===== src/rtl/house_visit_scheduler_pkg.sv =====
// house_visit_scheduler_pkg: shared FSM state, direction typedefs and map address width helper
package house_visit_scheduler_pkg;
  typedef enum logic [2:0] {CLEAR, IDLE, LOOKUP, UPDATE, DONE} state_t;
  typedef enum logic [1:0] {DIR_NORTH, DIR_EAST, DIR_SOUTH, DIR_WEST} dir_t;
  function automatic int map_addr_width(input int map_width);
    return 2 * map_width;
  endfunction
endpackage


===== src/rtl/house_visit_scheduler_position_fifo.sv =====
// position_fifo: synchronous FIFO holding truncated positions awaiting a map lookup
// Ports: clk, reset (sync, active-high), push/wdata enqueue, pop dequeues the head,
// rdata shows the current head, full/empty report occupancy.
// A push on a full FIFO is accepted when a pop frees an entry in the same cycle.
module position_fifo #(
  parameter int DATA_WIDTH = 8,
  parameter int DEPTH = 8
) (
  input  logic                  clk,
  input  logic                  reset,
  input  logic                  push,
  input  logic                  pop,
  input  logic [DATA_WIDTH-1:0] wdata,
  output logic [DATA_WIDTH-1:0] rdata,
  output logic                  full,
  output logic                  empty
);
  localparam int PW = $clog2(DEPTH);
  logic [DATA_WIDTH-1:0] mem [DEPTH];
  logic [PW-1:0] wr_ptr, rd_ptr;
  logic [PW:0] count;
  logic do_push, do_pop;
  always_comb begin
    full = count == (PW+1)'(DEPTH);
    empty = count == '0;
    do_pop = pop && !empty;
    do_push = push && (!full || do_pop);
    rdata = mem[rd_ptr];
  end
  always_ff @(posedge clk) begin
    if (do_push) mem[wr_ptr] <= wdata;
  end
  always_ff @(posedge clk) begin
    if (reset) begin
      wr_ptr <= '0;
      rd_ptr <= '0;
      count <= '0;
    end else begin
      wr_ptr <= do_push ? wr_ptr + PW'(1) : wr_ptr;
      rd_ptr <= do_pop ? rd_ptr + PW'(1) : rd_ptr;
      count <= count + (PW+1)'(do_push) - (PW+1)'(do_pop);
    end
  end
endmodule


===== src/rtl/house_visit_scheduler.sv =====
// house_visit_scheduler: counts distinct houses visited using an external 1-bit visited map
// Ports: clk, reset (sync, active-high); pos_change/pos_x/pos_y stream agent positions;
// input_done marks end of stream; ready rises once the map clear sweep finishes;
// mem_en/mem_we/mem_addr/mem_wdata/mem_rdata drive the map (read data one cycle late);
// fifo_overflow is sticky on a dropped position; unique_count/result_valid give the answer.
module house_visit_scheduler
  import house_visit_scheduler_pkg::*;
#(
  parameter int POSITION_WIDTH = 16,
  parameter int MAP_WIDTH = 6,
  parameter int FIFO_DEPTH = 8,
  parameter int COUNT_WIDTH = 16
) (
  input  logic                          clk,
  input  logic                          reset,
  input  logic                          pos_change,
  input  logic signed [POSITION_WIDTH-1:0] pos_x,
  input  logic signed [POSITION_WIDTH-1:0] pos_y,
  input  logic                          input_done,
  output logic                          ready,
  output logic                          mem_en,
  output logic                          mem_we,
  output logic [2*MAP_WIDTH-1:0]        mem_addr,
  output logic                          mem_wdata,
  input  logic                          mem_rdata,
  output logic                          fifo_overflow,
  output logic [COUNT_WIDTH-1:0]        unique_count,
  output logic                          result_valid
);
  localparam int AW = map_addr_width(MAP_WIDTH);
  state_t state;
  logic [AW-1:0] clear_addr, cur_addr, head;
  logic push, pop, full, empty, done_seen;
  always_comb begin
    push = pos_change && state != DONE;
    pop = (state == IDLE || state == UPDATE) && !empty;
    mem_en = state == CLEAR || state == LOOKUP || (state == UPDATE && !mem_rdata);
    mem_we = state == CLEAR || (state == UPDATE && !mem_rdata);
    mem_wdata = state == UPDATE;
    mem_addr = state == CLEAR ? clear_addr : cur_addr;
  end
  // Only the map-addressing bits are queued; higher coordinate bits alias away.
  position_fifo #(.DATA_WIDTH(AW), .DEPTH(FIFO_DEPTH)) u_fifo (
    .clk(clk),
    .reset(reset),
    .push(push),
    .pop(pop),
    .wdata({pos_x[MAP_WIDTH-1:0], pos_y[MAP_WIDTH-1:0]}),
    .rdata(head),
    .full(full),
    .empty(empty)
  );
  always_ff @(posedge clk) begin
    if (reset) begin
      state <= CLEAR;
      clear_addr <= '0;
      cur_addr <= '0;
      unique_count <= '0;
      fifo_overflow <= 1'b0;
      done_seen <= 1'b0;
      result_valid <= 1'b0;
      ready <= 1'b0;
    end else begin
      if (input_done) done_seen <= 1'b1;
      if (push && full && !pop) fifo_overflow <= 1'b1;
      if (pop) cur_addr <= head;
      case (state)
        CLEAR: begin
          clear_addr <= clear_addr + AW'(1);
          if (&clear_addr) begin
            state <= IDLE;
            ready <= 1'b1;
          end
        end
        IDLE: begin
          if (!empty) state <= LOOKUP;
          else if (done_seen) begin
            state <= DONE;
            result_valid <= 1'b1;
          end
        end
        LOOKUP: state <= UPDATE;
        UPDATE: begin
          // mem_rdata here is the visited bit read during LOOKUP.
          if (!mem_rdata && !(&unique_count)) unique_count <= unique_count + COUNT_WIDTH'(1);
          state <= empty ? IDLE : LOOKUP;
        end
        default: state <= DONE;
      endcase
    end
  end
endmodule


===== config.mk =====
export PLATFORM = sky130hd
export DESIGN_NAME = house_visit_scheduler
export DESIGN_NICKNAME = d
export VERILOG_FILES = /design/src/rtl/house_visit_scheduler_pkg.sv /design/src/rtl/house_visit_scheduler_position_fifo.sv /design/src/rtl/house_visit_scheduler.sv
export SDC_FILE = /design/constraint.sdc
export NUM_CORES = 1
export LEC_CHECK = 0
export ABC_AREA = 1
export CAP_MARGIN = 15
export CORE_MARGIN = 1.5
export CORE_UTILIZATION = 50
export CTS_BUF_LIST = sky130_fd_sc_hd__clkbuf_4
export CTS_CLUSTER_SIZE = 25
export DETAILED_ROUTE_END_ITERATION = 12
export PLACE_DENSITY = 0.72
export SLEW_MARGIN = 15
export SYNTH_ARGS = -nofsm -noshare
export SYNTH_HDL_FRONTEND = slang
export SYNTH_SLANG_ARGS = --single-unit
export TNS_END_PERCENT = 20

===== constraint.sdc =====
create_clock -name clk -period 2.68 [get_ports clk]
set_input_delay 0.402 -clock clk [delete_from_list [all_inputs] [get_ports clk]]
set_output_delay 0.402 -clock clk [all_outputs]
set_load 0.01 [all_outputs]

==> Word-level counts from Yosys, hierarchy flattened <==
Memories as Yosys holds them, arrays and structs flattened. A register that Yosys moved wholly into a read port is not among the register bits.
Index checks and enable logic that the tools add are counted.
{ "totals": {"out_inout_bits": 34, "mem_bits_rw": 96, "word_cells": 58, "romBits": 0, "inputBits": 37, "reg_bits": 45, "memories": 1, "latch_bits": 0} }
{ "op_classes": {"n_eq_ne": 7, "div_mod_pow": 0, "bitwise": 0, "shift": 0, "add_sub_neg": 6, "magnitude_cmp": 0, "n_mul": 0, "reduce_logical": 26, "mux": 8} }
{ "memory_table": {"columns": ["memory", "words", "word_bits", "rd", "rd_clocked_by_memory_dff", "write_ports", "line", "text"], "rows": [
  ["u_fifo.mem", 8, 12, 1, 1, 1, "house_visit_scheduler_position_fifo.sv:19", "logic [DATA_WIDTH-1:0] mem [DEPTH];"]
]} }
{ "ops": {"columns": ["cell", "n"], "rows": [
  ["16-bit by 1-bit adder with 16-bit output, second input constant", 1],
  ["16-bit AND reduction", 1],
  ["13-bit AND reduction", 1],
  ["12-bit by 1-bit adder with 12-bit output, second input constant", 1],
  ["12-bit 2-to-1 mux", 1],
  ["3-bit case mux with 4 select lines", 1],
  ["12-bit AND reduction", 1],
  ["3-bit 2-to-1 mux", 3],
  ["1-bit logical AND", 8],
  ["3-bit by 1-bit adder with 3-bit output, second input constant", 2],
  ["3-bit by 2-bit == test with 1-bit output, second input constant", 2],
  ["3-bit inequality test, second input constant", 2],
  ["1-bit logical NOT", 5],
  ["1-bit logical OR", 5],
  ["4-bit by 1-bit adder with 4-bit output", 1],
  ["4-bit == test, second input constant", 1],
  ["4-bit logical NOT", 1],
  ["2-bit AND reduction", 2],
  ["4-bit by 1-bit subtractor with 4-bit output", 1],
  ["3-bit by 1-bit == test with 1-bit output, second input constant", 1],
  ["3-bit logical NOT", 1],
  ["3-bit AND reduction", 1],
  ["1-bit 2-to-1 mux", 2],
  ["2-bit 2-to-1 mux", 1],
  ["2-bit by 1-bit inequality test with 1-bit output, second input constant", 1]
]} }

==> Logic depth before layout (Yosys ltp) <==
{ "logic_depth": {"word_depth": 8, "mapped_depth": 13, "mapped_depth_nobuf": 12} }

==> Hierarchy <==
Synthesis repeated with hierarchy kept, for this count alone.
{ "unflattened": {"cells_unflattened": 728, "area_unflattened_um2": 6730.2} }
{ "modules_own_cells": {"columns": ["mod", "area_each_um2", "cells_each", "seq_area_each_um2", "n_inst"], "rows": [
  ["position_fifo", 4478.0, 387, 3143.0, 1],
  ["house_visit_scheduler", 2252.2, 341, 940.9, 1]
]} }

==> Worst setup path after synthesis <==
OpenSTA, ideal clock, no wires.
{ "synth_path": {"path_type": "register to register", "startpoint": "reg u_fifo.count[2]", "endpoint": "reg u_fifo.count[2]", "setup_time_ns": 0.129, "t_arrival_ns": 1.937, "period_less_slack_ns": 2.066, "path_slack_ns": 0.614, "required_time_ns": 2.551, "path_stages_with_launch": 14, "path_buffers": 1, "path_cell_list": "dfxtp_1 > inv_1 > ha_1 > nand3_1 > nand2_1 > buf_2 > nor2_1 > inv_1 > o21ai_0 > ha_1 > inv_1 > fa_1 > xor2_1 > nor2_1"} }
{ "synth_between": {"elab_chain_len": 8, "elab_cells_between_ends": 10, "cone_classes": "2 x add/sub; 1 x eq/ne; 7 x reduce/logical"} }
{ "synth_rtl": {"columns": ["element", "line", "text"], "rows": [
  ["from (decl)", "house_visit_scheduler_position_fifo.sv:21", "logic [PW:0] count;"],
  ["from (signal assigned)", "house_visit_scheduler_position_fifo.sv:41", "count <= count + (PW+1)'(do_push) - (PW+1)'(do_pop);"],
  ["4-bit logical NOT", "house_visit_scheduler_position_fifo.sv:25", "empty = count == '0;"],
  ["1-bit logical NOT", "house_visit_scheduler_position_fifo.sv:26, house_visit_scheduler.sv:36", null],
  ["1-bit logical AND", "house_visit_scheduler.sv:36", "pop = (state == IDLE || state == UPDATE) && !empty;"],
  ["1-bit logical AND", "house_visit_scheduler_position_fifo.sv:26", "do_pop = pop && !empty;"],
  ["1-bit logical OR", "house_visit_scheduler_position_fifo.sv:27", "do_push = push && (!full || do_pop);"],
  ["1-bit logical AND", "house_visit_scheduler_position_fifo.sv:27", null],
  ["4-bit by 1-bit adder with 4-bit output", "house_visit_scheduler_position_fifo.sv:41", null],
  ["4-bit by 1-bit subtractor with 4-bit output (*)", "house_visit_scheduler_position_fifo.sv:41", null]
]} }
Mark *: on every way between the ends. The rest lies on a longest branch, timed or not.
A chain may end at the register's enable or synchronous reset.

==> Worst setup path in the final report <==
{ "layout_path": {"startpoint": "reg state[0]", "endpoint": "out mem_addr[4]"} }
{ "layout_between": {"elab_chain_len": 2} }
{ "layout_rtl": {"columns": ["element", "line", "text"], "rows": [
  ["from (decl)", "house_visit_scheduler.sv:31", "state_t state;"],
  ["from (signal assigned)", "house_visit_scheduler.sv:86", "state <= empty ? IDLE : LOOKUP;"],
  ["3-bit logical NOT", "house_visit_scheduler.sv:40", "mem_addr = state == CLEAR ? clear_addr : cur_addr;"],
  ["12-bit 2-to-1 mux", "house_visit_scheduler.sv:40", null],
  ["to (decl)", "house_visit_scheduler.sv:23", "output logic [2*MAP_WIDTH-1:0] mem_addr,"]
]} }
Every way passes these cells.

==> summary.txt <==
Hold Fails Final Rpt: 0
overall routed net length: 14800 um
required time of the critical path: 2280 ps
hold-fix buffer count after cts: 0
DR vias/cell: 5.31
WHS Endpoint: done_seen
Worst EP arrival: 2180 ps
CTS tree: done
Hold WS: 425 ps
layout cell share with drive strength beyond 1: 10.6%
die height: 120 um
htree depth: 4
Clk pwr share: 29.5%
Tmin final: 2580 ps
final worst slack: 99.9 ps
Final Skew: 16.4 ps
Post-Syn Nets: 800
register bit total from synthesis: 153
clk buf depth: 2
Max transition margin: 53.8%
Avg Inst Size Synth: 9.06 sq um
Sw Ratio: 28.2%
DR iter-0 viols: 427
commonest cells after routing, fill and taps aside: nand2_1, edfxtp_1, nor2_1
CTS Sinks: 153
row count: 42
Reg power frac: 52.5%
largest net degree at the start of global routing: 37
Worst setup EP type: primary output
CTS Buf Count: 17
Setup Viol. Count Final: 0
Layout Nets: 856
Worst-path clk slew: 110 ps
DR DRC count: 0
initial antenna violation count: 1
vias in the first global route: 5103
CP Class: reg2out
Port Buffers: 50
root buf cell: clkbuf_4
WL/cell: 14.8 um
power density over the cells: 667 nW/um^2
commonest non-fill, non-tap cell in the layout: nand2_1
Tot GR Track Use: 21.9%
Die Area: 14300 sq um
Skew-Pair Late Insertion Delay: 560 ps
Tcrit/Tclk final: 96.3%
launching point of the worst reg2reg path: u_fifo.count[2]
Max Fclk: 0.388 GHz
Hold Path Class: in2reg
status: finished clean
post-CTS setup buffer count: 0
Worst Reg-to-Reg Cells: 12
Worst setup SP type: flip-flop
Peak supply drop: 0.359 mV
DP HPWL: 9560 um
global-route wire length before repair: 24200 um
synthesized area: 6820 sq um
Antenna Nets Post-Route: 0
final core utilization: 59.1%
total of warnings raised by yosys: 0
sequential element share of the synthesized area: 59.0%
fin. max-slew vios: 0
Pleak: 2.94 nW
DRT Pass-1 Iters: 5
setup TNS: 0 ps
DR vias: 5295
Area growth syn-to-layout: 15.2%
internal power: 3.76 mW
Net Sw Power: 1.48 mW
reg2reg setup slack: 500 ps
hold depth: 3
Die W: 120 um
max cap viols: 0
Starting Density: 51.3%
Comb power frac: 18.1%
DP Worst Slack: 383 ps
hold wc startpoint: input_done
library cells used by synthesis: 38
CORE AREA: 13300 sq um
GPL Wtd Cong: 0.845
I/O pin count: 71
Syn Inst Count: 753
Critical Path Fanout Max: 26
Slew @ Worst Pin: 693 ps
GR Overflow Total: 0
Crit Reg-Reg Endpoint: u_fifo.count[2]
[worst max-delay path by stage]
stage                               start               to  slack, ps  depth (start not counted)
final                            state[0]      mem_addr[4]        100                          6
after global routing             state[0]      mem_addr[4]        -20                          6
after CTS                        state[0]     mem_addr[11]         20                          4
after detailed placement       pos_change  u_fifo.count[2]        380                          9
after global placement         pos_change  u_fifo.count[2]        470                          9
after floorplan           u_fifo.count[2]  u_fifo.count[2]        610                         13
[cell usage after synthesis (all sizes together)]
cell	number	area share, %
buf	16	1.3
edfxtp	96	42
o21ai	32	2.3
a21oi	39	3.4
nor3	10	0.97
dfxtp	57	17
clkbuf	13	0.72
xnor2	1	0.13
fa	1	0.29
ha	9	1.7
nand3b	4	0.44
a31oi	2	0.18
a41oi	1	0.13
inv	51	2.8
nor2	82	5.1
nor4	1	0.092
xor2	7	0.90
or2	1	0.13
nor3b	1	0.11
and3	1	0.092
nand4	5	0.46
nand2	264	15
clkinv	2	0.18
a21boi	1	0.11
nand3	56	4.1
[state kept, by name, indices dropped and copies added (netlist names)]
register / cells
cur_addr: 12
done_seen: 1
unique_count: 16
u_fifo.mem: 96
ready: 1
u_fifo.count: 4
u_fifo.rd_ptr: 3
result_valid: 1
clear_addr: 12
state: 3
fifo_overflow: 1
u_fifo.wr_ptr: 3
[power groups by stage]
stage / registers, mW / logic [mW] / clock network, mW
after global routing: 2.76 / 1.08 / 1.67
after floorplan: 2.78 / 0.644 / 0
after CTS: 2.74 / 0.950 / 1.58
after detailed placement: 2.80 / 0.940 / 0
final: 2.75 / 0.947 / 1.54
after global placement: 2.79 / 0.898 / 0
[metrics by stage]
step                      cells  power [mW]  instance area, sq um
after floorplan             753        3.43                  6820
after global placement      966        3.69                  7520
after detailed placement    966        3.74                  7520
after CTS                   997        5.28                  7850
after global routing        998        5.51                  7860
final                       998        5.24                  7860
[cell families (layout without fill, tap and decap cells)]
| family | count (synthesis) | count (layout) | synth area share (%) |
|---|---|---|---|
| AOI/OAI and AO/OA | 75 | 75 | 6.13 |
| buffers and inverters | 82 | 150 | 4.99 |
| adders and majority gates | 10 | 10 | 1.94 |
| and+or+nand+nor | 425 | 425 | 26.9 |
| DFF | 153 | 153 | 59.0 |
| xor gates and xnor gates | 8 | 8 | 1.03 |
| other | 0 | 1 | 0 |
[timing repair]
action,CTS,global route
endpoints found under the setup margin,12,5
hold endpoints to repair,0,0
resized for setup,1,4
pin swaps,0,1
[critical path, stage by stage, from the launching register on]
cell	delay [ps]
dfxtp_1	470
nor2_4	80
nand2_4	240
clkinv_4	160
nand2_4	130
nand2_1	70
clkdlybuf4s50_1	470
[final cells by class]
class                      instances  area, sq um
antenna                            1         2.50
clock buffer                      19          143
sequential                       153         4020
tap                              176          220
fill                            1111         5440
multi-input combinational        518         2470
clock inverter                    12          175
timing repair buffer              66          621
inverter                          53          204
[metal layers]
| layer | vias to the layer above | track usage, % | part of all wire, % |
|---|---|---|---|
| met5 | - | 0 | 0 |
| met4 | 0 | 10.8 | 3.3 |
| met2 | 160 | 36.9 | 51 |
| met3 | 42 | 4.99 | 5.7 |
| met1 | 2501 | 26.7 | 40 |
| li1 | 2592 | - | - |
Note: power is estimated with default switching activity, not from simulation.
==> edit, RTL diff (same settings) <==
One comparison of `count` changes from == to >=.
--- a/src/rtl/house_visit_scheduler_position_fifo.sv
+++ b/src/rtl/house_visit_scheduler_position_fifo.sv
@@ -23,3 +23,3 @@
   always_comb begin
-    full = count == (PW+1)'(DEPTH);
+    full = count >= (PW+1)'(DEPTH);
     empty = count == '0;
Function: no difference found for any inputs over 10 cycles, from zero or initial values and one cycle with reset high; that may be too few to reach the edited logic, so the function may still have changed.
==> edit against the original RTL <==
Sequential cell count unchanged; synthesized area down 0.39%; power down 3.6%; register-to-register slack better by 0.06 ns; clock power down 14%; wire length down 4.4%; final area down 1.1%; worst setup slack better by 0.034 ns.
==> edit: results (changes against the original RTL) <==
| Metric | Value |
|---|---|
| Synth cell types | 32 (-16%) |
| Final Wtd Congestion | 0.809 (-4.3%) |
| CP Data Arrival Time | 2.14 ns (-0.04 ns) |
| Synthesized Nets | 803 (+0.38%) |
| CTS-repair resized insts | 3 (+2) |
| Async SR Flop Fraction | 0 (unchanged) |
| Total track usage | 0.215 (-0.00385) |
| Biggest regs | u_fifo.mem: 96 flops, unique_count: 16 flops |
| ANT cells | 0 (-1) |
| Pre-CTS setup slack | 0.369 ns (-0.0137 ns) |
| Leakage | 2.96 nW (+0.52%) |
| Number of port buffers | 50 (unchanged) |
| Final Routed Wirelength | 14,200 microns (-4.4%) |
| Peak VDD IR | 0.359 mV (about the same) |
| Reg-to-reg slack, setup | 0.56 ns (+0.06 ns) |
| Slew at the pin with the worst max-slew slack | 0.770 ns (+0.0774 ns) |
| Fin nets | 857 (+0.12%) |
| Clock Path Buffers | 2 (unchanged) |
| Final core occ | 0.587 (-0.00389) |
| Placed cell area | 7480 sq um (-0.57%) |
| Final ANT Viol Nets | 0 (unchanged) |
| Largest net degree at the start of global routing | 50 (+35%) |
| DR vias/cell | 5.20 (-2.1%) |
| HP Start | input_done |
| Clk slew on worst S/H paths | 0.13 ns (+0.02 ns) |
| Initial antenna violation count | 0 (-1) |
| Top cells by count, synth | nand2_1, edfxtp_1, nor2_1 |
| First-pass GRT wire length | 23,800 microns (-1.4%) |
| Area contributors post-synth | edfxtp_1, dfxtp_1, nand2_1, nand3_1, nor2_1 |
| Drt initial violations | 482 (+13%) |
| Layout cells sized above 1 | 0.0961 (-0.00986) |
| Pre-antenna DRT Iters | 8 (+3) |
| Hold-critical path depth | 3 (unchanged) |
| Outcome | completed |
| Flip-flop count of the largest register after layout | 96 (unchanged) |
| R2r startpoint | u_fifo.count[2]$_SDFF_PP0_ |
| Reg2reg end | u_fifo.count[2]$_SDFF_PP0_ |
| Post-synth top flop | edfxtp_1 |
| Worst Skew | 0.0194 ns (+0.00304 ns) |
| Vias in the first global route | 5,011 (-1.8%) |
| CP Max Fanout | 18 (-31%) |
| HPWL Detailed | 9050 microns (-5.3%) |
| Post-synthesis sequential area ratio | 0.592 (+0.00228) |
| H-tree Lvls | 4 (unchanged) |
| Yosys warnings | 0 (unchanged) |
| Hold Crit Class | in2reg |
| R2R cell count | 11 (-1) |
edit: cell types whose count changed after synthesis, moves of 3 or more:
cell	unedited run	this run
nand2_4	4	1
a21oi_1	30	33
o21ai_0	31	34
nor2_2	7	2
nand2_1	248	251
nor3_1	8	13
inv_1	48	53
edit: through the flow:
stage,std cells,hold WS [ns]
after floorplan,755,0.444
after global placement,966,0.443
after detailed placement,966,0.443
after CTS,998,0.331
after global routing,998,0.359
final,998,0.382
edit: layer usage:
layer  wire (microns)  GRT usage  part of all wire  up-vias
li1                 -          -                 -     2589
met1             6080      0.275              0.43     2405
met2             7020      0.357              0.50      172
met3              868     0.0528             0.061       19
met4              204     0.0811             0.014        0
met5                0          0                 0        -
edit: worst max path at each step:
stage	from	to	slack, ns	cells past startpoint
final	state[2]$_SDFFE_PP0P_	mem_addr[1]	0.13	5
after detailed placement	state[2]$_SDFFE_PP0P_	mem_addr[1]	0.37	5
after CTS	state[1]$_SDFFE_PP0P_	mem_addr[1]	0.0008	5
after global placement	pos_change	u_fifo.count[1]$_SDFF_PP0_	0.40	9
after global routing	state[2]$_SDFFE_PP0P_	mem_addr[2]	0.003	5
after floorplan	u_fifo.count[2]$_SDFF_PP0_	u_fifo.mem[7][0]$_DFFE_PP_	0.50	7
edit: worst max-delay path, stage by stage (launching register included):
cell and delay [ns]:
dfxtp_2 0.37, nor2_4 0.15, nand2_4 0.14, buf_6 0.18, o21ai_0 0.18, clkdlybuf4s50_1 0.56
edit: cell families after synthesis:
family	share of synthesized area
fa+ha+maj	0.0214
flops	0.592
compound gates	0.0641
buf+inv	0.0549
simple gates	0.258
xor+xnor	0.00902
edit: layout make-up:
type | instances | area (sq um)
clock inverters | 15 | 139
clock buffers | 17 | 128
inverters | 55 | 208
fillers | 1138 | 5470
well taps | 176 | 220
flip-flops and latches | 153 | 4030
repair buffers | 66 | 642
multi-input cells | 516 | 2410
edit: power breakdown:
group / switching (W) / internal [W]
registers: 0.0000763 / 0.00268
logic: 0.000609 / 0.000349
clock network: 0.000855 / 0.000476
